File: config.mk
export PLATFORM = sky130hd
export DESIGN_NAME = pacoblaze_pc_sequencer
export DESIGN_NICKNAME = d
export VERILOG_FILES = /design/src/rtl/pacoblaze_pc_sequencer.sv
export SDC_FILE = /design/constraint.sdc
export NUM_CORES = 1
export LEC_CHECK = 0
export BUFFER_PORTS_ARGS = -buffer_cell sky130_fd_sc_hd__buf_4
export CAP_MARGIN = 20
export CORE_MARGIN = 2
export CORE_UTILIZATION = 30
export DETAILED_ROUTE_END_ITERATION = 10
export MAX_ROUTING_LAYER = met4
export PLACE_DENSITY = 0.53
export SLEW_MARGIN = 10
export SYNTH_ARGS = -nofsm -noshare
export SYNTH_HDL_FRONTEND = slang
export SYNTH_SLANG_ARGS = --single-unit
File: constraint.sdc
create_clock -name clk -period 1.7 [get_ports clk]
set_input_delay 0.34 -clock clk [delete_from_list [all_inputs] [get_ports clk]]
set_output_delay 0.34 -clock clk [all_outputs]
set_load 0.03 [all_outputs]
File: src/rtl/pacoblaze_pc_sequencer.sv
// rtl/pacoblaze_pc_sequencer.sv - PacoBlaze program counter and call/return stack sequencer
// Two-phase FETCH/EXEC engine that drives the ROM address and the stack push/pop strobes.
module pacoblaze_pc_sequencer #(
  parameter int                    ADDR_WIDTH  = 10,
  parameter int                    STACK_DEPTH = 5,
  parameter int                    STACK_SIZE  = 31,
  parameter logic [ADDR_WIDTH-1:0] INT_VECTOR  = 10'h3FF
) (
  input  logic                   clk,
  input  logic                   reset_n,
  input  logic                   enable,
  input  logic                   jump,
  input  logic                   call,
  input  logic                   ret,
  input  logic                   returni,
  input  logic                   cond,
  input  logic [ADDR_WIDTH-1:0]  target,
  input  logic                   irq_take,
  input  logic [ADDR_WIDTH-1:0]  stack_q,
  output logic [ADDR_WIDTH-1:0]  address,
  output logic                   exec,
  output logic                   stack_we,
  output logic                   stack_upd,
  output logic                   stack_push,
  output logic [ADDR_WIDTH-1:0]  stack_d,
  output logic [STACK_DEPTH-1:0] depth,
  output logic                   overflow,
  output logic                   underflow
);

  typedef enum logic {
    FETCH = 1'b0,
    EXEC  = 1'b1
  } state_t;

  localparam logic [STACK_DEPTH-1:0] FULL = STACK_DEPTH'(STACK_SIZE);

  state_t                  state;
  state_t                  state_next;
  logic [ADDR_WIDTH-1:0]   pc;
  logic [ADDR_WIDTH-1:0]   pc_next;
  logic                    do_push;
  logic                    do_pop;
  logic                    active;

  assign active = enable && (state == EXEC);

  always_comb begin
    state_next = state;
    if (enable) begin
      state_next = (state == FETCH) ? EXEC : FETCH;
    end
  end

  // Decode priority: interrupt entry beats every decoded control-flow instruction.
  always_comb begin
    do_push = 1'b0;
    do_pop  = 1'b0;
    pc_next = pc + ADDR_WIDTH'(1);
    if (irq_take) begin
      do_push = 1'b1;
      pc_next = INT_VECTOR;
    end else if (returni) begin
      do_pop  = 1'b1;
      pc_next = stack_q;
    end else if (call && cond) begin
      do_push = 1'b1;
      pc_next = target;
    end else if (ret && cond) begin
      do_pop  = 1'b1;
      pc_next = stack_q + ADDR_WIDTH'(1);
    end else if (jump && cond) begin
      pc_next = target;
    end
  end

  // Strobes are issued even at full/empty so the external stack pointer wraps like the hardware.
  assign stack_we   = active && do_push;
  assign stack_upd  = active && (do_push || do_pop);
  assign stack_push = active && do_push;
  assign stack_d    = pc;
  assign address    = pc;
  assign exec       = (state == EXEC);

  always_ff @(posedge clk or negedge reset_n) begin
    if (!reset_n) begin
      state <= FETCH;
    end else begin
      state <= state_next;
    end
  end

  always_ff @(posedge clk or negedge reset_n) begin
    if (!reset_n) begin
      pc        <= '0;
      depth     <= '0;
      overflow  <= 1'b0;
      underflow <= 1'b0;
    end else if (active) begin
      pc <= pc_next;
      if (do_push) begin
        if (depth == FULL) begin
          overflow <= 1'b1;
        end else begin
          depth <= depth + STACK_DEPTH'(1);
        end
      end else if (do_pop) begin
        if (depth == '0) begin
          underflow <= 1'b1;
        end else begin
          depth <= depth - STACK_DEPTH'(1);
        end
      end
    end
  end

endmodule
==> results of run 1 <==
repair_timing:
item                                    4_1_cts  5_1_grt
endpoints found under the setup margin        0        5
hold buffers                                  1        0
setup buffers                                 0        3
gates resized for setup                       0        1
endpoints found under the hold margin        18        0
worst max-delay path, stage by stage (launching register included):
cell and delay [ns]:
dfrtp_2 0.36, ha_1 0.22, inv_1 0.10, or3_1 0.36, xnor2_1 0.17, o22ai_1 0.10
a31oi_1 0.20
cell usage after synthesis (all sizes together), types with 4 or more instances:
cell	instances
clkbuf	4
and2	4
xor2	9
o21ai	15
dfrtp	18
xnor2	9
ha	5
nor2	16
a22oi	5
inv	11
nand3	7
a21oi	20
nand2	13
o221ai	6
buf	14
through the flow:
stage	setup TNS [ns]	utilization [%]	hold slack (ns)
floorplan	-0.0510	-	0.0444
global placement	-0.0612	42.7	0.242
detailed placement	-0.111	42.7	0.241
CTS	0	43.8	0.260
global route	0	44.4	0.263
finish	0	44.4	0.259
area by class of cell:
| cell class | instances | area, sq um |
|---|---|---|
| clock buffers | 4 | 55.1 |
| fillers | 558 | 3030 |
| inverters | 11 | 43.8 |
| multi-input cells | 155 | 1090 |
| flip-flops and latches | 18 | 455 |
| well taps | 72 | 90.1 |
| repair buffers | 90 | 678 |
per-layer routing:
metal	share of wire, %	vias to the layer above
met5	0	-
met4	0.92	0
met2	50	53
met1	44	828
met3	5.4	4
li1	-	883
cell families (layout without fill, tap and decap cells):
logic type	Yosys count	count (layout)	synth area share, %
adder cells (fa/ha/maj)	6	6	4.93
flip-flops	18	18	26.9
AND/OR/NAND/NOR	63	63	21.1
multiplexers	2	2	1.19
XOR/XNOR	18	18	9.41
buffers and inverters	29	105	9.86
AO/OA/AOI/OAI	66	66	26.7
worst paths after layout:
kind | cells after the start | start | to | slack, ns
hold reg to reg | 1 | overflow | overflow | 0.48
setup reg to reg | 6 | address[0] | address[6] | 0.11
setup / recovery | 6 | address[0] | address[6] | 0.11
min in group asynchronous | 2 | reset_n | address[5] | 0.50
hold / removal | 2 | enable | exec | 0.26
max in group asynchronous | 2 | reset_n | depth[0] | 0.97
sequential cells by signal, indices dropped and copies added (netlist names):
register / flops
address: 10
depth: 5
exec: 1
overflow: 1
underflow: 1
power by group:
group          internal (uW)  leakage, uW  switching (uW)
clock network            207    0.0000288             177
logic                   1330     0.000868            1710
registers                642     0.000196             213
==> results.tsv, run 1 <==
metric	value	unit
synth_top_cell_area_share	26.9	%
grt_max_degree	19	
min_period	1.59	ns
yosysTopAreaCell	dfrtp_1	
top_level_ports	60	
synthesis.area	1680	sq um
final_cell_area	2410	sq um
ir_worst_vdd	0.000959	V
track_usage	18.2	%
grtUsageMet1	22.0	%
rsz0062_at_grt	no	
synth_area_leaders	dfrtp_1 (27%), buf_4 (5.8%), a21oi_1 (5.7%)	
wire_per_inst	15.0	um
clock_skew	0.00117	ns
start_kind	flop	
fin_cells	350	
cts_tree	built	
placed_cell_area	2320	sq um
nNetsFinal	314	
dp_hpwl	4200	um
first_pass_iters	4	
critPathKind	flop to flop	
htree_num_levels	1	
grt_use_met3	3.64	%
clk_pin_slew	0.08	ns
syn_inst	202	
antenna_found_initial	0	
yosys_warnings	0	
clock_latency	0.26	ns
timing.final.crit_share	93.7	%
grt_pass1_wl	8670	um
die-area	6200	sq um
leakage	0.00109	uW
synth_seq_area_share	26.9	%
setup_viol	0	
routed_wl	5240	um
num_vias	1768	
grt_use_met2	31.7	%
fp-row-count	27	
synth_edf_count	0	
cts_buffers	3	
final-max-slew-violation-count	0	
syn_to_final_growth	44.1	%
fmax	628	MHz
busiest_layer	met2	
layout_commonest_cell	buf_4	
route.detailed.drc	0	
postSynthNetCount	237	
final_cell_mix	buf_4 (89), a21oi_1 (19), nor2_1 (15), dfrtp_1 (14), nand2_1 (13)	
place_ws	-0.0773	ns
synth_cell_types	50	
clkSinkCount	18	
postLayoutSetupSlackWorst	0.107	ns
start_util	30.8	%
dp.cells	342	
routabilityCongestion	0.850	
hold_viol	0	
p_total	4280	uW
slew_headroom	65.0	%
power-per-cell-area	1770	nW/um^2
cp.required	1.88	ns
die_h	78.7	um
clockRootBuffer	clkbuf_8	
syn_avg_cell_area	8.29	sq um
fp.dieW	78.7	um
cap_violations	0	
synthArstFlopShare	100	%
path_max_fanout	3	
status	finished clean	
crit_path_end_kind	flop	
antenna_cells	0	
port_buffers	59	
grt-ovfl-total	0	
cp_data_arrival_time	1.77	ns
synthFlopType	dfrtp_1	
clk_path_buf_depth	2	
drt_iter0_drc	86	
vias_per_cell	5.05	
first_global_vias	1802	
tightestPinTransition	0.520	ns
drive_gt1_share	41.0	%
hp-class	input port to flop	
ys_seq_elements	18	
ant_nets	0	
core-area	5440	sq um
No activity file was read; power rests on OpenSTA's default activity.
==> inputs of run 2 (changes only) <==
--- a/config.mk
+++ b/config.mk
@@ -5,9 +5,10 @@
 export SDC_FILE = /design/constraint.sdc
 export NUM_CORES = 1
 export LEC_CHECK = 0
+export ABC_AREA = 1
 export BUFFER_PORTS_ARGS = -buffer_cell sky130_fd_sc_hd__buf_4
 export CAP_MARGIN = 20
-export CORE_MARGIN = 2
+export CORE_MARGIN = 1.5
 export CORE_UTILIZATION = 30
 export DETAILED_ROUTE_END_ITERATION = 10
 export MAX_ROUTING_LAYER = met4
==> results.tsv, run 2 <==
metric	value	unit
power-per-cell-area	1160	nW/um^2
synthArstFlopShare	100	%
synth_compound_area_share	20.0	%
track_usage	17.6	%
cp.required	1.36	ns
nNetsFinal	360	
synthMuxAreaShare	0	%
synth_most_common_cell	nand2_1	
syn_avg_cell_area	6.46	sq um
route.detailed.drc	0	
hold_viol	0	
hp-class	input port to flop	
synth.cells.most_frequent	nand2_1 (60), a21oi_1 (36), inv_1 (31)	
ys_seq_elements	18	
p_sw_share	47.8	%
min_from	enable	
fp-row-count	27	
cts_buffers	3	
crit_path_end_kind	output pin	
clkSinkCount	18	
multi_input_area	1000	sq um
clock_latency	0.26	ns
cp_data_arrival_time	1.28	ns
vias_per_cell	4.58	
startpoint	cond	
first_pass_iters	4	
min_delay_path_depth	3	
setup_viol	0	
antenna_cells	0	
wire_per_inst	12.6	um
tightestPinTransition	0.478	ns
rsz0062_at_grt	no	
ir_worst_vdd	0.000640	V
final-max-slew-violation-count	0	
htree_num_levels	1	
drt_iter0_drc	106	
clkPwrFrac	13.9	%
seq_area	450	sq um
synth_top_cell_area_share	26.8	%
grt-ovfl-total	0	
drive_gt1_share	29.0	%
yosysTopAreaCell	dfrtp_1	
status	finished clean	
final_cell_mix	buf_4 (74), nand2_1 (59), a21oi_1 (36), inv_1 (31), nor2_1 (25)	
min_period	1.62	ns
clockRootBuffer	clkbuf_8	
yosys_warnings	0	
die_h	77.8	um
ant_nets	0	
fp.dieW	77.8	um
cts_tree	built	
synth_cell_types	33	
routed_wl	4990	um
r2r.worst_path.cells	6	
worst_hold_slack	0.318	ns
synth-simple-area-share	30.0	%
synth_edf_count	0	
synthAdderAreaFrac	4.92	%
first_global_vias	1747	
die-area	6060	sq um
synthesis.area	1680	sq um
fmax	618	MHz
switchingPower	1290	uW
top_level_ports	60	
clk_pin_slew	0.08	ns
fill_cells	573	
clock_skew	0.00425	ns
port_buffers	59	
syn_inst	260	
dp_hpwl	3900	um
critPathKind	input port to output pin	
antenna_found_initial	0	
dp.cells	391	
synth_area_leaders	dfrtp_1 (27%), nand2_1 (13%), a21oi_1 (11%)	
core-area	5440	sq um
cap_violations	0	
p_comb_share	59.4	%
layout_commonest_cell	buf_4	
slew_headroom	67.8	%
seqPwrFrac	26.7	%
synth_seq_area_share	26.8	%
path_max_fanout	12	
power.internal	1410	uW
largest_reg_flops	10	
fin_cells	396	
leakage	0.00124	uW
syn_to_final_growth	38.1	%
start_kind	input port	
postSynthNetCount	295	
grt_pass1_wl	8180	um
num_vias	1814	
grt_max_degree	22	
routabilityCongestion	0.867	
reg2reg_from	depth[0]	
synth_top_family_by_area	simple AND/OR/NAND/NOR gates	
synth-xor-area-share	4.10	%
start_util	30.9	%
clk_path_buf_depth	2	
synthFlopType	dfrtp_1	
timing.final.crit_share	95.1	%
run 2: changes by cell type after synthesis, moves of 5 or more:
cell and delta:
a21oi_1 +17, inv_1 +20, nand2_1 +47, nand3_1 +12
nor2_1 +11, o21ai_1 +6, o221ai_1 -6, xnor2_1 -7
xor2_1 -5
run 2: logic make-up after synthesis:
| group | Yosys count |
|---|---|
| buffers and inverters | 52 |
| adders and majority gates | 6 |
| xor gates and xnor gates | 7 |
| DFF | 18 |
| AOI/OAI and AO/OA | 62 |
| and+or+nand+nor | 115 |
run 2: final timing paths:
kind,slack [ns],to
worst max-delay path,0.08,stack_upd
worst min-delay path,0.32,exec
max in group asynchronous,1.01,depth[0]
min in group asynchronous,0.48,address[9]
worst max register to register,0.19,depth[4]
worst min register to register,0.48,overflow
run 2: timing repair:
item / 4_1_cts / 5_1_grt
endpoints found under the setup margin: 0 / 3
setup buffers: 0 / 0
hold buffers: 1 / 0
endpoints found under the hold margin: 18 / 0
resized for setup: 0 / 3
run 2: critical path: stages:
cell	delay, ns
buf_4	0.13
nand2_2	0.08
buf_4	0.20
a21oi_1	0.11
a21oi_2	0.22
buf_4	0.20
run 2: layout make-up:
class,count,share of cell area [%]
multi-input cells,190,43.2
repair buffers,76,25.3
flip-flops and latches,18,19.4
clock buffers,4,2.37
well taps,72,3.89
inverters,36,5.83
run 2: stage by stage:
step | setup TNS (ns) | total power (uW) | area (sq um) | util (%) | worst slack [ns]
after floorplan | 0 | 1770 | 1680 | - | 0.0444
after CTS | 0 | 2710 | 2310 | 42.4 | 0.0403
final | 0 | 2700 | 2320 | 42.6 | 0.0831
after detailed placement | -0.0702 | 2320 | 2240 | 41.2 | -0.0585
after global placement | -0.0450 | 2310 | 2240 | 41.2 | -0.0450
after global routing | 0 | 2910 | 2320 | 42.6 | 0.00723
run 2: routing by layer:
metal | vias to the layer above | part of all wire [%] | global-route usage, %
met2 | 54 | 45 | 28.5
met3 | 5 | 5.9 | 2.00
met4 | 0 | 0.96 | 5.45
met5 | - | 0 | -
met1 | 795 | 48 | 23.0
li1 | 960 | - | -
run 2: power by group through the flow:
| stage | registers (uW) | logic (uW) | clock network, uW |
|---|---|---|---|
| after CTS | 722 | 1600 | 390 |
| after global placement | 730 | 1580 | 0 |
| after detailed placement | 729 | 1590 | 0 |
| after global routing | 749 | 1760 | 401 |
| final | 720 | 1600 | 376 |
| after floorplan | 952 | 821 | 0 |
==> inputs of run 3 (changes only) <==
--- a/config.mk
+++ b/config.mk
@@ -9,10 +9,11 @@
 export BUFFER_PORTS_ARGS = -buffer_cell sky130_fd_sc_hd__buf_4
 export CAP_MARGIN = 20
 export CORE_MARGIN = 1.5
-export CORE_UTILIZATION = 30
+export CORE_UTILIZATION = 40
 export DETAILED_ROUTE_END_ITERATION = 10
+export HOLD_SLACK_MARGIN = 0.03
 export MAX_ROUTING_LAYER = met4
-export PLACE_DENSITY = 0.53
+export PLACE_DENSITY = 0.67
 export SLEW_MARGIN = 10
 export SYNTH_ARGS = -nofsm -noshare
 export SYNTH_HDL_FRONTEND = slang
==> results.tsv, run 3 (same netlist as run 2, synthesis figures left out) <==
metric	value	unit
core-area	4030	sq um
fmax	635	MHz
p_sw_share	47.5	%
power.internal	1380	uW
antenna_found_initial	0	
grt-ovfl-total	0	
ant_nets	0	
critPathKind	flop to output pin	
vias_per_cell	4.92	
first_global_vias	1626	
hold_viol	0	
final_cell_mix	buf_4 (74), nand2_1 (60), a21oi_1 (36), inv_1 (31), nor2_1 (25)	
start_kind	flop	
antenna_cells	0	
drt_iter0_drc	141	
min_from	enable	
crit_chain	nand2_1 -> nor2_2 -> buf_4	
wl_met1	2150	um
syn_to_final_growth	34.8	%
leakage	0.00123	uW
clk_pin_slew	0.08	ns
crit_path_end_kind	output pin	
drive_gt1_share	28.2	%
cts_buffers	3	
num_vias	1836	
die_h	67.8	um
final_cell_area	2260	sq um
nNetsFinal	359	
fp-row-count	23	
fill_cells	410	
cts_tree	built	
hold-path-endpoint	exec	
min_delay_path_depth	3	
clock_latency	0.26	ns
clkPwrFrac	13.9	%
seqPwrFrac	27.8	%
grt_pass1_wl	7270	um
switchingPower	1250	uW
largest_reg_flops	10	
cap_violations	0	
clock_skew	0.00310	ns
cp_data_arrival_time	1.24	ns
layout_commonest_cell	buf_4	
port_buffers	59	
timing.final.crit_share	92.7	%
placed_cell_area	2200	sq um
rsz0062_at_grt	no	
p_comb_share	58.2	%
tightestPinTransition	0.442	ns
clockRootBuffer	clkbuf_8	
wl_met3	240	um
fp.dieW	67.8	um
top_level_ports	60	
r2r.worst_path.cells	6	
track_usage	21.1	%
routed_wl	4590	um
highest_layer	met4	
ir_worst_vdd	0.000803	V
path_max_fanout	6	
slew_headroom	70.3	%
dp_hpwl	3580	um
rrSetupSlack	0.14	ns
clkSinkCount	18	
first_pass_iters	4	
r2r-end	depth[4]	
setup_viol	0	
reg2reg_from	depth[1]	
htree_num_levels	1	
met2_length	2190	um
route.detailed.drc	0	
fin_cells	373	
die-area	4600	sq um
dp.cells	368	
wire_per_inst	12.3	um
clk_path_buf_depth	2	
cp.required	1.36	ns
min_period	1.58	ns
hp-class	input port to flop	
final-max-slew-violation-count	0	
cp_slowest_cell	dfrtp_1	
status	finished clean	
cp_slowest_stage_delay	0.38	ns
grt_max_degree	22	
power-per-cell-area	1160	nW/um^2
start_util	41.7	%
final_util	56.2	%
routabilityCongestion	0.875	
## run 3: cell count changes in the layout (fill, tap and decap cells not counted)
cell     previous run  this run
nand3_1            17        18
nand2_2             2         1
nand2_1            59        60
nand3_2             1         0
buf_12              1         0
## run 3: worst max-delay path: cells and delay by family (launching register included)
family / cells / cell delay [ns]
buf+inv: 1 / 0.18
simple gates: 2 / 0.42
flops: 1 / 0.38
## run 3: area by class of cell
class	instances	area (sq um)	area share (%)
Sequential cell	18	450	19.9
Clock buffer	4	55.1	2.43
Multi-Input combinational cell	190	995	43.9
Timing Repair Buffer	75	566	25.0
Inverter	36	135	5.97
Tap cell	50	62.6	2.76
## run 3: stage by stage
stage / power (uW) / setup WS, ns / hold slack [ns] / setup TNS [ns]
floorplan: 1770 / 0.0444 / 0.0444 / 0
global placement: 2260 / -0.00959 / 0.235 / -0.00959
detailed placement: 2280 / -0.0466 / 0.232 / -0.0466
CTS: 2660 / 0.111 / 0.323 / 0
global route: 2850 / 0.0146 / 0.343 / 0
finish: 2630 / 0.124 / 0.322 / 0
## run 3: how the worst max path moves through the flow
stage                  start        to  slack (ns)  depth (start not counted)
finish                  exec  stack_we        0.12                          3
floorplan           depth[1]  depth[4]        0.04                          6
detailed placement      call  depth[4]       -0.05                         10
CTS                     exec  stack_we        0.11                          3
global placement        call  depth[4]       -0.01                         10
global route        depth[1]  depth[4]        0.01                          6
## run 3: power groups by stage
| stage | clock (uW) | sequential [uW] | combinational, uW |
|---|---|---|---|
| final | 367 | 733 | 1530 |
| after global routing | 393 | 763 | 1690 |
| after detailed placement | 0 | 739 | 1540 |
| after CTS | 375 | 735 | 1550 |
| after floorplan | 0 | 952 | 821 |
| after global placement | 0 | 740 | 1520 |
## run 3: per-layer routing
layer | track usage [%] | up-vias
li1 | - | 956
met3 | 1.67 | 2
met4 | 4.75 | 0
met5 | - | -
met1 | 27.1 | 825
met2 | 36.3 | 53
## run 3: repair_timing
item / 4_1_cts / 5_1_grt
setup endpoints to repair: 0 / 1
hold endpoints to repair: 18 / 0
resized for setup: 0 / 1
hold buffers: 1 / 0
buffers inserted: 0 / 0
